--- src/rtl/serial_add_pkg.sv ---
// Shared types and constants for the bit-serial adder controller.
package serial_add_pkg;

  typedef enum logic [1:0] {
    SA_IDLE  = 2'd0,
    SA_SHIFT = 2'd1,
    SA_DONE  = 2'd2
  } sa_state_t;

  localparam int unsigned SA_MAX_WIDTH = 64;

endpackage

--- src/rtl/full_adder.sv ---
// Single-bit full adder cell, shared across all bit positions by the serial controller.
module full_adder (
  input  logic a,
  input  logic b,
  input  logic cin,
  output logic sum,
  output logic cout
);

  assign sum  = a ^ b ^ cin;
  assign cout = (a & b) | (a & cin) | (b & cin);

endmodule

--- src/rtl/serial_add_ctrl.sv ---
// Bit-serial adder: one full_adder cell, one sum bit per SHIFT cycle, valid/ready on both sides.
// Optional signed-overflow output enabled by defining SERIAL_ADD_OVF_EN.
module serial_add_ctrl
  import serial_add_pkg::*;
#(
  parameter int unsigned WIDTH = 8
) (
  input  logic             clk,
  input  logic             rst_n,
  input  logic             in_valid,
  output logic             in_ready,
  input  logic [WIDTH-1:0] a,
  input  logic [WIDTH-1:0] b,
  input  logic             cin,
  output logic             out_valid,
  input  logic             out_ready,
  output logic [WIDTH-1:0] sum,
  output logic             cout,
  output logic             busy
`ifdef SERIAL_ADD_OVF_EN
  ,
  output logic             ovf
`endif
);

  localparam int unsigned    CW   = $clog2(WIDTH);
  localparam logic [CW-1:0]  LAST = CW'(WIDTH - 1);

  sa_state_t        state, state_nxt;
  logic [WIDTH-1:0] a_sr, b_sr, sum_sr;
  logic             carry;
  logic [CW-1:0]    cnt;
  logic             fa_s, fa_co;
  logic             accept, last_bit;

  assign accept   = in_valid & in_ready;
  assign last_bit = (state == SA_SHIFT) && (cnt == LAST);

  full_adder u_fa (
    .a    (a_sr[0]),
    .b    (b_sr[0]),
    .cin  (carry),
    .sum  (fa_s),
    .cout (fa_co)
  );

  always_ff @(posedge clk or negedge rst_n) begin
    if (!rst_n) state <= SA_IDLE;
    else        state <= state_nxt;
  end

  always_comb begin
    state_nxt = state;
    in_ready  = 1'b0;
    out_valid = 1'b0;
    busy      = 1'b0;
    unique case (state)
      SA_IDLE: begin
        in_ready = 1'b1;
        if (in_valid) state_nxt = SA_SHIFT;
      end
      SA_SHIFT: begin
        busy = 1'b1;
        if (cnt == LAST) state_nxt = SA_DONE;
      end
      SA_DONE: begin
        busy      = 1'b1;
        out_valid = 1'b1;
        if (out_ready) state_nxt = SA_IDLE;
      end
      default: state_nxt = SA_IDLE;
    endcase
  end

  always_ff @(posedge clk or negedge rst_n) begin
    if (!rst_n) begin
      a_sr   <= '0;
      b_sr   <= '0;
      sum_sr <= '0;
      carry  <= 1'b0;
      cnt    <= '0;
    end else if (accept) begin
      a_sr   <= a;
      b_sr   <= b;
      sum_sr <= '0;
      carry  <= cin;
      cnt    <= '0;
    end else if (state == SA_SHIFT) begin
      a_sr   <= a_sr >> 1;
      b_sr   <= b_sr >> 1;
      sum_sr <= {fa_s, sum_sr[WIDTH-1:1]};
      carry  <= fa_co;
      // Counter holds at the last position so it never wraps for power-of-two widths.
      if (!last_bit) cnt <= cnt + 1'b1;
    end
  end

  assign sum  = sum_sr;
  assign cout = carry;

`ifdef SERIAL_ADD_OVF_EN
  logic carry_msb;

  // Carry into the MSB is the carry flop just before the final bit is processed.
  always_ff @(posedge clk or negedge rst_n) begin
    if (!rst_n)        carry_msb <= 1'b0;
    else if (last_bit) carry_msb <= carry;
  end

  assign ovf = carry_msb ^ carry;
`endif

endmodule
--- config.mk ---
export PLATFORM = sky130hd
export DESIGN_NAME = serial_add_ctrl
export DESIGN_NICKNAME = d
export VERILOG_FILES = /design/src/rtl/serial_add_pkg.sv /design/src/rtl/full_adder.sv /design/src/rtl/serial_add_ctrl.sv
export SDC_FILE = /design/constraint.sdc
export NUM_CORES = 1
export LEC_CHECK = 0
export CORE_MARGIN = 5
export CORE_UTILIZATION = 40
export CTS_CLUSTER_DIAMETER = 100
export DETAILED_ROUTE_END_ITERATION = 10
export PLACE_DENSITY_LB_ADDON = 0.12
export SLEW_MARGIN = 10
export SYNTH_ARGS = -nofsm -noshare
export SYNTH_HDL_FRONTEND = slang
export SYNTH_SLANG_ARGS = --single-unit
--- constraint.sdc ---
create_clock -name clk -period 1.8 [get_ports clk]
set_input_delay 0.54 -clock clk [delete_from_list [all_inputs] [get_ports clk]]
set_output_delay 0.54 -clock clk [all_outputs]
set_load 0.02 [all_outputs]
==> impl_metrics.yaml, run 1 <==
route:
  drc: 0
  avgRoutedWirePerCell_um: 11.5
  dr.first_iter.drc_count: 22
  antenna_violating_nets_post_route: 0
  via_count: 1038
  postRouteWirelength_mm: 2.56
  firstDrtPassIters: 3
  route.detailed.vias_per_inst: 4.68
sta:
  fin_worst_hold_slack_ns: 0.530
  worst_slew_pin_slew_ns: 0.415
  clock-skew-final_ns: 0.00583
  finalHoldViolations: 0
  timing_max_transition_violations_final: 0
  rsz0062_at_grt: "no"
  setup_viol_count_final: 0
  final.period_utilization_pct: 97.7
  final_min_period_ns: 1.76
  fmax_mhz: 569
  slew_headroom_pct: 72.3
logic_synthesis:
  synth-async-reset-ratio_pct: 100
  synth.lib_cells_used.distinct: 20
  synth_top_cells_by_count: "30 x dfrtp_1, 22 x nand2_1, 21 x mux2i_1, 10 x o21ai_1, 9 x nor2_1"
  number_of_enable_flip_flop_cells_after_synthesis: 0
  synth.area.mux_share_pct: 15.6
  synthesized_instance_count: 135
  compound_cell_area_share_of_the_yosys_netlist_pct: 8.95
  synth_simple_gate_area_share_pct: 10.4
  synth_fa_ha_area_share_pct: 7.20
  synth_ff_type: "dfrtp_1"
  combinational_family_with_the_most_area_after_synthesis: "multiplexers"
  synthMostInstantiatedCell: "dfrtp_1"
  synthesis.nets: 164
  yosysSeqAreaShare_pct: 50.2
  post_synth.cell_area_avg_sq_um: 11.1
  synth-seq-cells: 30
  synth.yosys.warnings: 0
  synth_xor_xnor_area_share_pct: 0.586
  synthesized_area_sq_mm: 0.00150
  post_synth_main_area_contributors: "dfrtp_1 50%, mux2i_1 14%, ha_1 5.9%"
  netlist.area_leader.share_pct: 50.2
  post-synth-top-area-cell: "dfrtp_1"
floorplan:
  floorplan.initialDensity_pct: 41.2
  ios: 33
  die_area_sq_mm: 0.00506
  floorplan.rows: 22
  core_sq_mm: 0.00363
  floorplan.die.height_um: 71.1
  fp.dieW_um: 71.1
cts:
  tritoncts: "yes"
  worst_skew_pair.late_latency_ns: 0.27
  cts_buffer_depth: 2
  numCtsBuffers: 5
  ctsHtreeMaxLevel: 2
  clock_sinks: 30
  post-cts-setup-buffer-count: 0
  cts.reportedPaths.clkPinSlew_ns: 0.06
  cts.root.buffer_cell: "clkbuf_8"
power_and_ir_drop:
  peak_supply_drop_uv: 620
  static-leakage-power_uw: 0.000951
  pwr_density_mw_per_mm2: 1690
  total_power_uw: 3320
cells_and_area:
  insertedDiodeCount: 0
  synthToLayoutAreaGrowth_pct: 31.3
  drive_gt1_share_pct: 12.6
  final_nets: 203
min_path:
  min_path_type: "flop to flop"
  timing.hold.worst_path_depth: 2
  hold_path.startpoint: "cnt[2]$_DFFE_PN0P_"
  hold_path_end: "cnt[2]$_DFFE_PN0P_"
global_routing:
  globalRoute.totalOverflow: 0
  grt_pass1_vias: 1066
  pin_count_of_the_biggest_net_entering_global_routing: 46
  grt.total_usage_pct: 11.2
  antenna_found_initial: 0
  grt_pass1_wl_mm: 4.46
worst_setup_path:
  worst_setup_path_start_kind: "flop"
  path_delay_family: "buffers and inverters"
  timing.critical_path.cells: "clkdlybuf4s50_1"
  path_buf_inv: 1
  r2r.worst_path.cells: 5
  slowest_delay_ns: 0.60
  path_max_fanout: 2
  r2r_start: "state[1]$_DFFE_PN0P_"
  crit_slowest_cell: "clkdlybuf4s50_1"
  critical_path_required_ns: 1.26
  r2r_setup_slack_ns: 0.17
  worst_r2r_endpoint: "state[1]$_DFFE_PN0P_"
  timing.setup.critical_path_class: "flop to primary output"
  worst_setup_path_end_kind: "primary output"
  cp.arrival_ns: 1.22
run_status:
  run_status: "complete, no violations"
placement:
  finalWeightedCongestion: 0.686
  placement.io_buffers: 32
  place.detailed.hpwl_mm: 1.82
flow_run:
  maxCapViolations: 0
[flip-flops by register name, summed over array words and instances, names as in the netlist]
| name | count |
|---|---|
| a_sr | 8 |
| b_sr | 8 |
| sum | 8 |
| cnt | 3 |
| state | 2 |
| cout | 1 |
[layer usage]
metal / vias up / wire (um) / part of all wire, % / GRT usage (%)
met5: - / 0 / 0 / 0
met1: 480 / 1150 / 45 / 13.4
met2: 25 / 1190 / 46 / 18.1
li1: 526 / - / - / -
met4: 0 / 46 / 1.8 / 5.01
met3: 7 / 167 / 6.5 / 3.98
[layout make-up]
type / instances / area, sq um
fill: 349 / 1670
clock inverter: 1 / 30.0
multi-input combinational: 90 / 638
timing repair buffer: 40 / 375
inverter: 7 / 26.3
clock buffer: 6 / 82.6
tap: 48 / 60.1
sequential: 30 / 751
[worst max-delay path by stage]
stage                               startpoint              endpoint  cells past startpoint
after global placement               out_ready  state[1]$_DFFE_PN0P_                      4
after detailed placement              in_valid  state[1]$_DFFE_PN0P_                      4
after floorplan           state[0]$_DFFE_PN0P_  state[0]$_DFFE_PN0P_                      4
after global routing        sum[0]$_DFFE_PN0P_                sum[0]                      1
after CTS                   sum[3]$_DFFE_PN0P_                sum[3]                      1
final                       sum[0]$_DFFE_PN0P_                sum[0]                      1
[per-stage QoR]
step | setup WS (ns) | std cells | util [%] | TNS [ns] | area (sq um)
floorplan | 0.281 | 135 | - | 0 | 1500
global placement | -0.0313 | 215 | 51.4 | -0.0621 | 1870
detailed placement | -0.0827 | 215 | 51.4 | -0.172 | 1870
CTS | 0.00287 | 222 | 54.4 | 0 | 1980
global route | 0.00622 | 222 | 54.0 | 0 | 1960
finish | 0.0416 | 222 | 54.0 | 0 | 1960
[worst min-delay path, delay by kind of cell, from the launching register on]
| kind | cells | cell delay [ns] |
|---|---|---|
| flops | 1 | 0.38 |
| compound gates | 1 | 0.05 |
| simple gates | 1 | 0.06 |
[cell usage in the layout (no fill, tap or decap)]
cell and count:
a21oi_1 2, nand2b_1 3, dlymetal6s2s_1 2, a211oi_1 1, clkbuf_2 1, buf_4 7
a221oi_4 1, clkbuf_8 6, buf_12 1, clkdlybuf4s50_1 21, fa_1 1, nand2_1 22
nor2b_4 1, dlygate4sd2_1 6, buf_2 2, inv_1 7, ha_1 7, dfrtp_1 30
xnor2_1 1, nor2_1 9, bufinv_16 1, o21ai_0 8, mux2_2 2, and2_1 1
mux2i_1 21, o21ai_1 10
[repair_timing]
item | 4_1_cts | 5_1_grt
hold buffers | 0 | 0
cloned | 0 | 0
gates resized for setup | 14 | 5
endpoints found under the setup margin | 9 | 5
[logic make-up (layout without fill, tap and decap cells)]
family	Yosys count	count (layout)
mux	23	23
fa+ha+maj	8	8
compound gates	22	22
simple gates	36	36
buf+inv	15	54
xor+xnor	1	1
flops	30	30
[power breakdown]
group	switching [uW]	leakage, uW	internal [uW]
sequential	165	0.000384	973
clock	234	0.0000573	442
combinational	787	0.000510	719
total	1190	0.000951	2130
(Power assumes the default switching activity.)
==> inputs of run 2 (changes only) <==
- SETUP_SLACK_MARGIN: not set -> 0.15
==> impl_metrics.yaml, run 2 (synthesis results as in run 1) <==
worst_setup_path:
  critical_path_required_ns: 1.26
  timing.setup.critical_path_class: "flop to primary output"
  worst_setup_path_start_kind: "flop"
  slowest_delay_ns: 0.39
  path_buf_inv: 2
  worst_setup_path_end_kind: "primary output"
  cp.arrival_ns: 1.14
  timing.critical_path.cells: "inv_2, ha_1, buf_2"
  crit_slowest_cell: "dfrtp_1"
  path_max_fanout: 3
  path_delay_family: "flip-flops"
run_status:
  run_status: "complete, no violations"
sta:
  finalHoldViolations: 0
  slew_headroom_pct: 75.2
  fin_ws_ns: 0.122
  rsz0062_at_grt: "yes"
  setup_viol_count_final: 0
  fmax_mhz: 596
  worst_slew_pin_slew_ns: 0.372
  clock-skew-final_ns: 0.00581
  final.period_utilization_pct: 93.2
  fin_worst_hold_slack_ns: 0.526
  timing_max_transition_violations_final: 0
  final_min_period_ns: 1.68
power_and_ir_drop:
  static-leakage-power_uw: 0.000946
  pwr_density_mw_per_mm2: 1710
  peak_supply_drop_uv: 665
floorplan:
  fp.dieW_um: 71.1
  floorplan.die.height_um: 71.1
  ios: 33
  core_sq_mm: 0.00363
  die_area_sq_mm: 0.00506
  floorplan.initialDensity_pct: 41.2
  floorplan.rows: 22
cells_and_area:
  layout.cells.most_common: "dfrtp_1"
  drive_gt1_share_pct: 15.4
  insertedDiodeCount: 0
  synthToLayoutAreaGrowth_pct: 34.7
  design_area_sq_mm: 0.00201
  layout.cells.most_common_list: "30 x dfrtp_1, 22 x nand2_1, 21 x mux2i_1, 20 x clkdlybuf4s50_1, 10 x o21ai_1"
  fillerInstances: 345
  final_nets: 204
global_routing:
  grt_pass1_wl_mm: 4.49
  grt_pass1_vias: 1070
  grt.total_usage_pct: 11.2
  pin_count_of_the_biggest_net_entering_global_routing: 46
  globalRoute.totalOverflow: 0
  antenna_found_initial: 0
placement:
  placement.io_buffers: 32
  finalWeightedCongestion: 0.686
  place_ws_ns: -0.0827
  place.detailed.hpwl_mm: 1.82
  placedInstanceArea_sq_mm: 0.00187
cts:
  ctsHtreeMaxLevel: 2
  cts_buffer_depth: 2
  tritoncts: "yes"
  numCtsBuffers: 5
  worst_skew_pair.late_latency_ns: 0.27
  cts.root.buffer_cell: "clkbuf_8"
  cts.reportedPaths.clkPinSlew_ns: 0.06
  ctsHoldBuffers: 0
  clock_sinks: 30
route:
  dr.first_iter.drc_count: 22
  route.detailed.vias_per_inst: 4.70
  firstDrtPassIters: 4
  postRouteWirelength_mm: 2.59
  antenna_violating_nets_post_route: 0
  via_count: 1048
  avgRoutedWirePerCell_um: 11.6
  drc: 0
min_path:
  min_path_type: "flop to flop"
flow_run:
  maxCapViolations: 0
==> run 2: worst paths after layout <==
| kind | from | to | slack [ns] | depth (start not counted) |
|---|---|---|---|---|
| worst max-delay path | state[0]$_DFFE_PN0P_ | busy | 0.12 | 3 |
| worst min-delay path | sum[0]$_DFFE_PN0P_ | sum[0]$_DFFE_PN0P_ | 0.53 | 2 |
| worst max register to register | state[1]$_DFFE_PN0P_ | state[1]$_DFFE_PN0P_ | 0.21 | 5 |
| worst min register to register | sum[0]$_DFFE_PN0P_ | sum[0]$_DFFE_PN0P_ | 0.53 | 2 |
| max in group asynchronous | rst_n | b_sr[5]$_DFFE_PN0P_ | 0.87 | 2 |
| min in group asynchronous | rst_n | sum[2]$_DFFE_PN0P_ | 0.65 | 2 |
==> run 2: layout make-up <==
| type | count | area [sq um] | area share (%) |
|---|---|---|---|
| clock buffers | 6 | 82.6 | 4.10 |
| clock inverters | 1 | 30.0 | 1.49 |
| inverters | 7 | 26.3 | 1.30 |
| multi-input cells | 90 | 671 | 33.3 |
| flip-flops and latches | 30 | 751 | 37.3 |
| well taps | 48 | 60.1 | 2.98 |
| repair buffers | 41 | 394 | 19.6 |
==> run 2: per-layer routing <==
| metal | share of wire (%) | vias up | GRT usage, % | wire, um |
|---|---|---|---|---|
| met4 | 1.8 | 0 | 5.01 | 46 |
| met2 | 47 | 27 | 18.0 | 1200 |
| li1 | - | 527 | - | - |
| met5 | 0 | - | 0 | 0 |
| met1 | 45 | 487 | 13.6 | 1170 |
| met3 | 6.6 | 7 | 3.98 | 171 |
==> run 2: timing repair <==
action                     CTS  global route
setup endpoints to repair   13            28
resized for setup           23            12
buffers inserted             0             1
pin swaps                    0             1
==> run 2: tightest hold or removal path: stages (launching register included) <==
cell	delay, ns
dfrtp_1	0.34
mux2i_1	0.06
nor2_1	0.08
==> run 2: per-stage QoR <==
stage | util (%) | instances | power [uW] | setup TNS, ns
2_1_floorplan | - | 135 | 2310 | 0
3_3_place_gp | 51.4 | 215 | 2700 | -0.0621
3_5_place_dp | 51.4 | 215 | 2770 | -0.172
4_1_cts | 54.2 | 222 | 3390 | 0
5_1_grt | 55.4 | 223 | 3750 | 0
6_report | 55.4 | 223 | 3450 | 0
==> run 2: power by group <==
group	total [uW]	internal (uW)	switching, uW
Clock	677	442	235
Sequential	1140	973	170
Combinational	1630	804	826
Total	3450	2220	1230
==> inputs of run 3 (changes only) <==
- SKIP_LAST_GASP: not set -> 1
==> results of run 3 <==
Final layout, timing and power as in run 2 (identical DEF).
